File: src/rtl/crc_engine.sv
// Bit-serial reflected CRC engine: consumes DAT_W bits per trig, LSB first, accumulating until clr/rst.
// Optional macro CRC_INV_OUT_EN drives result as the inverted register instead of the raw register.
module crc_engine #(
  parameter int          CRC_W   = 16,
  parameter logic [15:0] POLY    = 16'hA001,
  parameter logic [15:0] INIT    = 16'h0000,
  parameter int          DAT_W   = 8,
  parameter logic [15:0] RESIDUE = 16'hB001
) (
  input  logic             clk,
  input  logic             rst,
  input  logic             clr,
  input  logic             trig,
  input  logic [DAT_W-1:0] inDat,
  output logic             busy,
  output logic             done,
  output logic [CRC_W-1:0] result,
  output logic             resOk
);

  localparam logic [0:0] IDLE  = 1'b0;
  localparam logic [0:0] SHIFT = 1'b1;

  localparam int CNT_W = $clog2(DAT_W + 1);
  localparam logic [CNT_W-1:0] LAST = CNT_W'(DAT_W - 1);

  logic [0:0]       state;
  logic [CRC_W-1:0] crcReg;
  logic [CRC_W-1:0] crcNext;
  logic [DAT_W-1:0] shReg;
  logic [CNT_W-1:0] bitCnt;
  logic             fb;

  always_comb begin
    fb      = crcReg[0] ^ shReg[0];
    crcNext = (crcReg >> 1) ^ (fb ? POLY[CRC_W-1:0] : '0);
  end

  // clr outranks trig and also aborts a word in flight without a done pulse
  always_ff @(posedge clk or posedge rst) begin
    if (rst) begin
      state  <= IDLE;
      crcReg <= INIT[CRC_W-1:0];
      shReg  <= '0;
      bitCnt <= '0;
      done   <= 1'b0;
    end else if (clr) begin
      state  <= IDLE;
      crcReg <= INIT[CRC_W-1:0];
      shReg  <= '0;
      bitCnt <= '0;
      done   <= 1'b0;
    end else begin
      done <= 1'b0;
      case (state)
        IDLE: begin
          if (trig) begin
            shReg  <= inDat;
            bitCnt <= '0;
            state  <= SHIFT;
          end
        end
        SHIFT: begin
          crcReg <= crcNext;
          shReg  <= shReg >> 1;
          if (bitCnt == LAST) begin
            bitCnt <= '0;
            state  <= IDLE;
            done   <= 1'b1;
          end else begin
            bitCnt <= bitCnt + 1'b1;
          end
        end
        default: state <= IDLE;
      endcase
    end
  end

  assign busy  = (state == SHIFT);
  assign resOk = (crcReg == RESIDUE[CRC_W-1:0]);

`ifdef CRC_INV_OUT_EN
  assign result = ~crcReg;
`else
  assign result = crcReg;
`endif

endmodule

File: config.mk
export PLATFORM = sky130hd
export DESIGN_NAME = crc_engine
export DESIGN_NICKNAME = d
export VERILOG_FILES = /design/src/rtl/crc_engine.sv
export SDC_FILE = /design/constraint.sdc
export NUM_CORES = 1
export LEC_CHECK = 0
export CAP_MARGIN = 20
export CORE_ASPECT_RATIO = 0.8
export CORE_MARGIN = 2
export CORE_UTILIZATION = 49
export CTS_CLUSTER_DIAMETER = 60
export DETAILED_ROUTE_END_ITERATION = 12
export PLACE_DENSITY = 0.9
export RECOVER_POWER = 50
export SETUP_SLACK_MARGIN = 0.2
export SYNTH_ARGS = -nofsm -noshare
export SYNTH_HDL_FRONTEND = slang
export SYNTH_SLANG_ARGS = --single-unit
export TNS_END_PERCENT = 30
File: constraint.sdc
create_clock -name clk -period 1.4 [get_ports clk]
set_clock_uncertainty 0.1 [all_clocks]
set_input_delay 0.28 -clock clk [delete_from_list [all_inputs] [get_ports clk]]
set_output_delay 0.28 -clock clk [all_outputs]
set_load 0.1 [all_outputs]
Yosys cells after proc, flatten, opt, wreduce, memory -nomap -nowiden

Index checks and enable logic that the tools add are counted.

Flip-flop bits (word level): 30
Input port bits: 12
Output and inout bits: 19

Add/sub/neg operators: 1
Equality and inequality tests: 3
Multiplexer cells: 17
Bitwise operators: 3
Reduce and logical (&&, ||, !) cells: 1

Operators by type and width:

| cell                   | count |
|---|---|
| $mux W16               | 3 |
| $eq A16 B16 Y1 const B | 1 |
| $mux W8                | 2 |
| $pmux W8 S2            | 1 |
| $xor A15 B16 Y16       | 1 |
| $mux W4                | 3 |
| $pmux W4 S2            | 1 |
| $mux W1                | 6 |
| $add A4 B1 Y4 const B  | 1 |
| $eq A4 B3 Y1 const B   | 1 |
| $ne A3 B3 Y1 const B   | 1 |
| $pmux W1 S2            | 1 |
| $reduce_bool A2 Y1     | 1 |
| $not A1 Y1             | 1 |
| $xor A1 B1 Y1          | 1 |

Logic depth before layout (Yosys ltp)

Gate-level depths: netlist (run 1).

Word-level depth: 5
Depth in mapped cells: 5
Mapped depth without buffers: 4

Worst setup path after synthesis (run 1)

OpenSTA, ideal clock, no wires.

Path kind: reg2out
Start point: register crcReg[12] (netlist: result[12])
End point: output resOk
Data arrival time: 2.100 ns
Data required time: 1.020 ns
Path slack: -1.080 ns
Stages on the path, launching flop included: 3
Path buffers: 0
Cell sequence: dfrtp_1 -> nor4bb_1 -> and4_1

Longest elaborated chain between the ends: 1

Ends and longest elaborated chain:

| item                   | RTL line | RTL |
|---|---|---|
| from (decl)            | 28       | `logic [CRC_W-1:0] crcReg;` |
| from (signal assigned) | 43       | `crcReg <= INIT[CRC_W-1:0];` |
| from (signal assigned) | 49       | `crcReg <= INIT[CRC_W-1:0];` |
| from (signal assigned) | 64       | `crcReg <= crcNext;` |
| $eq A16 B16 Y1         | 80       | `assign resOk = (crcReg == RESIDUE[CRC_W-1:0]);` |
| to (decl)              | 18       | `output logic resOk` |

Every way passes these cells.

Worst setup path after layout (run 1)

Start point: register crcReg[7] (netlist: result[7])
End point: output resOk

The elaborated chain is that of the path after synthesis.

==> flow_metrics.env, run 1 <==
export IMPL_status="complete, but fails checks"
export IMPL_violations="negative setup slack"
export IMPL_nNetsFinal=212
export IMPL_setup_viol=18
export IMPL_slew_headroom_pct=50.5
export IMPL_vias_per_cell=5.58
export IMPL_n_antenna_cell=0
export IMPL_arrival_ns=1.65
export IMPL_numCtsBuffers=5
export IMPL_cts_clk_slew_worst_paths_ns=0.10
export IMPL_slowest_stage="dfrtp_4"
export IMPL_start_util_pct=51.4
export IMPL_yosysUniqueCellTypes=34
export IMPL_critPathMaxStageDelay_ns=0.52
export IMPL_p_per_area_nw_per_um2=798
export IMPL_wirelength_mm=5.20
export IMPL_ant_nets=0
export IMPL_cts_tree="built"
export IMPL_portBuffers=30
export IMPL_die_y_um=52.2
export IMPL_first_pass_iters=4
export IMPL_fin_area_um2=2520
export IMPL_antenna_found_initial=0
export IMPL_vias=1329
export IMPL_synth_top_area_share_pct=52.9
export IMPL_cp_max_fo=2
export IMPL_p_leak_nw=1.08
export IMPL_grt_max_degree=31
export IMPL_synth_common_cells="30 x dfrtp_1, 17 x nor2_1, 16 x nand2_1, 14 x mux2i_1, 10 x a21oi_1"
export IMPL_cts_root_buffer="clkbuf_4"
export IMPL_pre_cts_ws_ns=-0.297
export IMPL_max_freq_ghz=0.493
export IMPL_gp_congestion=0.761
export IMPL_reg2reg_depth=4
export IMPL_hold_path_class="flip-flop to flip-flop"
export IMPL_tightest_slew_ns=0.742
export IMPL_drtIter0Drc=59
export IMPL_grtUsageTotal_pct=28.8
export IMPL_worstPathCellList="nor4_4, and4_4, buf_12"
export IMPL_synthTopCellsByArea="dfrtp_1 53%, mux2i_1 9.9%, mux2_2 5.6%"
export IMPL_end_kind="output port"
export IMPL_async_flop_share_pct=100
export IMPL_synth_most_common_cell="dfrtp_1"
export IMPL_synth_warnings=0
export IMPL_seq_area_frac_synth_pct=52.9
export IMPL_syn_area_per_cell_um2=10.7
export IMPL_synth_largest_area_cell="dfrtp_1"
export IMPL_layout_min_cycle_time_ns=2.03
export IMPL_grt_remaining_overflow=0
export IMPL_cts_sinks=30
export IMPL_coreArea_um2=2770
export IMPL_ctsHoldBuffers=0
export IMPL_clk_path_buf_depth=2
export IMPL_synthToLayoutAreaGrowth_pct=77.4
export IMPL_synthCells=133
export IMPL_grt_pass1_vias=1357
export IMPL_synth_edf_count=0
export IMPL_peakVddDrop_mv=0.605
export IMPL_fp_dieW_um=64.2
export IMPL_yosys_register_bits=30
export IMPL_drc=0
export IMPL_syn_nets=146
export IMPL_synth_area_um2=1420
export IMPL_fin_crit_sh_pct=145
export IMPL_maxCapViolCount=0
export IMPL_ctsHtreeMaxLevel=2
export IMPL_worstSkewPairLatency_ns=0.36
export IMPL_startpoint_type="flip-flop"
export IMPL_rsz0062_at_grt="true"
export IMPL_dieArea_um2=3350
export IMPL_crit_type="flip-flop to output port"
export IMPL_placed_cell_area_um2=2200
export IMPL_holdPathStages=2
export IMPL_hold_violations=0
export IMPL_synthFlopType="dfrtp_1"
export IMPL_io_pins=31
export IMPL_grt_pass1_wl_mm=7.02
export IMPL_drv_slew=0
export IMPL_row_count=17
export IMPL_hpwl_mm=2.45
export IMPL_wl_per_cell_um=21.8
export IMPL_timing_final_ws_setup_ns=-0.627
export IMPL_crit_required_ns=1.02
export IMPL_drive_gt1_share_pct=52.5
export IMPL_fin_util_pct=91.1
==> logic make-up (layout without fill, tap and decap cells) <==
kind of cell    count (synthesis)  after routing  share of synthesized area (%)
xor+xnor                        3              3                           1.85
simple gates                   51             51                           17.3
buf+inv                        10             77                           4.23
fa+ha+maj                       1              1                          0.881
mux                            22             22                           16.2
flops                          30             30                           52.9
compound gates                 16             16                           6.70
==> report_power, final <==
| part | internal, mW | leakage, nW | switching, mW |
|---|---|---|---|
| logic | 0.226 | 0.666 | 0.286 |
| registers | 0.904 | 0.379 | 0.0359 |
| clock network | 0.243 | 0.0353 | 0.315 |
==> critical path: cells and delay by family (launching register included) <==
| family | cells | cell delay (ns) |
|---|---|---|
| simple gates | 2 | 0.60 |
| flops | 1 | 0.52 |
| buf+inv | 1 | 0.17 |
==> area by class of cell <==
type | instances | area (um^2)
Sequential cell | 30 | 803
Inverter | 2 | 12.5
Timing Repair Buffer | 67 | 847
Clock inverter | 1 | 5.00
Fill cell | 98 | 246
Tap cell | 38 | 47.5
Clock buffer | 7 | 55.1
Multi-Input combinational cell | 93 | 748
==> layer usage <==
metal	up-vias	wire length, um	global-route usage [%]
li1	588	-	-
met2	57	2740	48.6
met5	-	0	0
met1	667	2030	36.1
met3	17	262	6.93
met4	0	155	11.3
==> path summary, 6_finish.rpt <==
kind,from,to,slack (ns)
max in group asynchronous,rst,busy,0.17
max reg2reg,result[1],result[0],0
max,result[7],resOk,-0.63
min,shReg[2],shReg[1],0.46
min reg2reg,shReg[2],shReg[1],0.46
min in group asynchronous,rst,shReg[2],0.47
==> layout by cell type, fill, tap and decap left out, types with 2 or more instances in the layout <==
cell / count
buf_6: 22
buf_12: 19
nor2_1: 17
nand2_1: 16
mux2i_1: 14
buf_4: 14
dfrtp_1: 12
dfrtp_4: 12
a21oi_1: 9
clkdlybuf4s50_1: 9
mux2_2: 6
dfrtp_2: 6
clkbuf_4: 5
nand3_1: 3
nor4b_2: 2
nand2b_1: 2
==> repair_timing <==
item | in CTS | in global routing
endpoints found under the setup margin | 47 | 49
buffers inserted | 7 | 5
gates resized for setup | 21 | 18
pin swaps | 3 | 6
==> sequential cells by signal (all words and copies together) (netlist names) <==
register,count
busy,1
done,1
shReg,8
bitCnt,4
result,16
==> through the flow <==
stage	hold slack (ns)	std cells	total power [mW]	TNS (ns)
global placement	0.405	218	1.35	-3.14
finish	0.460	238	2.01	-2.73
floorplan	0.271	133	1.24	-0.436
detailed placement	0.423	218	1.36	-3.39
CTS	0.189	233	1.94	-2.18
global route	0.481	238	2.07	-3.40
Note: power is estimated with default switching activity, not from simulation.
==> run 2, diff against run 1 <==
CORE_MARGIN = 4   (was 2)
==> run 2 against run 1 <==
Against the previous run: die area rose by 14%; clock power increased by 0.7%; sequential cell count unchanged; largest cell class unchanged; final cell count decreased by 0.84%; non-clock buffer count down 2; the flow still finishes with violations (negative setup slack); worst setup slack better by 0.050 ns.
==> flow_metrics.env, run 2 (same netlist as run 1, synthesis figures left out) <==
export IMPL_slowest_stage="dfrtp_4"
export IMPL_layout_commonest_cell="buf_6"
export IMPL_cts_root_buffer="clkbuf_4"
export IMPL_nNetsFinal=210
export IMPL_antenna_found_initial=0
export IMPL_numCtsBuffers=5
export IMPL_drive_gt1_share_pct=53.5
export IMPL_row_count=17
export IMPL_tns_ns=-2.57
export IMPL_slew_headroom_pct=49.7
export IMPL_coreArea_um2=2770
export IMPL_grtUsageTotal_pct=25.0
export IMPL_vias=1387
export IMPL_crit_type="flip-flop to output port"
export IMPL_fin_crit_sh_pct=141
export IMPL_hold_path_class="flip-flop to flip-flop"
export IMPL_critical_path_top_delay_family="simple AND/OR/NAND/NOR gates"
export IMPL_fin_area_um2=2500
export IMPL_layout_min_cycle_time_ns=1.98
export IMPL_vias_per_cell=5.88
export IMPL_status="complete, but fails checks"
export IMPL_placed_cell_area_um2=2190
export IMPL_maxCapViolCount=0
export IMPL_drc=0
export IMPL_drtIter0Drc=179
export IMPL_io_pins=31
export IMPL_dieArea_um2=3830
export IMPL_finalPower_mw=2.00
export IMPL_gp_congestion=0.798
export IMPL_hold_violations=0
export IMPL_worst_path_buf_inv=1
export IMPL_drv_slew=0
export IMPL_setup_viol=20
export IMPL_ctsHoldBuffers=0
export IMPL_worstPathCellList="nor4bb_4, and4_4, buf_12"
export IMPL_die_y_um=56.2
export IMPL_final_cell_mix="20 x buf_6, 19 x buf_12, 15 x nand2_1, 15 x nor2_1"
export IMPL_wl_per_cell_um=21.4
export IMPL_startpoint_type="flip-flop"
export IMPL_tightest_slew_ns=0.755
export IMPL_cts_clk_slew_worst_paths_ns=0.10
export IMPL_arrival_ns=1.60
export IMPL_cts_tree="built"
export IMPL_n_antenna_cell=0
export IMPL_holdPathStages=2
export IMPL_p_per_area_nw_per_um2=802
export IMPL_grt_max_degree=31
export IMPL_ctsHtreeMaxLevel=2
export IMPL_max_freq_ghz=0.506
export IMPL_start_util_pct=51.4
export IMPL_end_kind="output port"
export IMPL_clk_path_buf_depth=2
export IMPL_worstSkewPairLatency_ns=0.34
export IMPL_cp_max_fo=2
export IMPL_portBuffers=30
export IMPL_path_depth=3
export IMPL_violations="negative setup slack"
export IMPL_largest_reg_flops=16
export IMPL_n_fill_cell=106
export IMPL_grt_remaining_overflow=0
export IMPL_crit_required_ns=1.02
export IMPL_ant_nets=0
export IMPL_grt_pass1_wl_mm=6.94
export IMPL_timing_final_ws_setup_ns=-0.577
export IMPL_rsz0062_at_grt="true"
export IMPL_grt_pass1_vias=1368
export IMPL_synthToLayoutAreaGrowth_pct=75.9
export IMPL_hpwl_mm=2.68
export IMPL_fp_dieW_um=68.2
export IMPL_critPathMaxStageDelay_ns=0.51
export IMPL_cts_sinks=30
export IMPL_peakVddDrop_mv=0.584
export IMPL_p_leak_nw=1.06
export IMPL_reg2reg_depth=4
export IMPL_first_pass_iters=5
export IMPL_wirelength_mm=5.05
-- run 2: changes by cell type in the layout (fill, tap and decap cells not counted), sizes merged --
cell and delta:
buf -2
-- run 2: metal layers --
layer	up-vias	track usage [%]	share of wire (%)
li1	590	-	-
met1	699	31.0	39
met2	80	40.7	52
met3	18	7.68	6.9
met4	0	8.50	2.4
met5	-	0	0
-- run 2: worst register-to-register path, delay by kind of cell, from the launching register on --
family          cells  cell delay (ns)
compound gates      1             0.11
xor+xnor            2             0.46
buf+inv             1             0.14
flops               1             0.51
-- run 2: timing repair --
item,CTS,global route
gates resized for setup,29,14
pin swaps,5,6
buffers inserted,5,6
setup endpoints to repair,47,47
-- run 2: area by class of cell --
class / instances / area, um^2 / share of cell area [%]
repair buffers: 65 / 832 / 33.3
flip-flops and latches: 30 / 805 / 32.2
multi-input cells: 93 / 741 / 29.7
clock buffers: 7 / 55.1 / 2.20
well taps: 38 / 47.5 / 1.90
inverters: 2 / 12.5 / 0.501
clock inverters: 1 / 5.00 / 0.200
-- run 2: metrics by stage --
stage | utilization, % | worst slack [ns] | hold WS [ns] | cells
floorplan | - | -0.343 | 0.271 | 133
global placement | 79.3 | -0.259 | 0.408 | 217
detailed placement | 79.3 | -0.321 | 0.433 | 217
CTS | 87.0 | -0.549 | 0.179 | 230
global route | 90.3 | -0.649 | 0.476 | 236
finish | 90.3 | -0.577 | 0.456 | 236
-- run 2: report_power, final --
| group | internal (mW) | switching [mW] | total, mW |
|---|---|---|---|
| Clock | 0.243 | 0.318 | 0.562 |
| Sequential | 0.905 | 0.0353 | 0.940 |
| Combinational | 0.225 | 0.276 | 0.502 |
-- run 2: path summary, 6_finish.rpt --
path | endpoint | start | slack, ns
worst max-delay path | resOk | result[11] | -0.58
worst min-delay path | shReg[0] | shReg[1] | 0.46
worst max register to register | result[13] | result[0] | -0.04
worst min register to register | shReg[0] | shReg[1] | 0.46
max in group asynchronous | result[11] | rst | 0.14
min in group asynchronous | shReg[2] | rst | 0.49
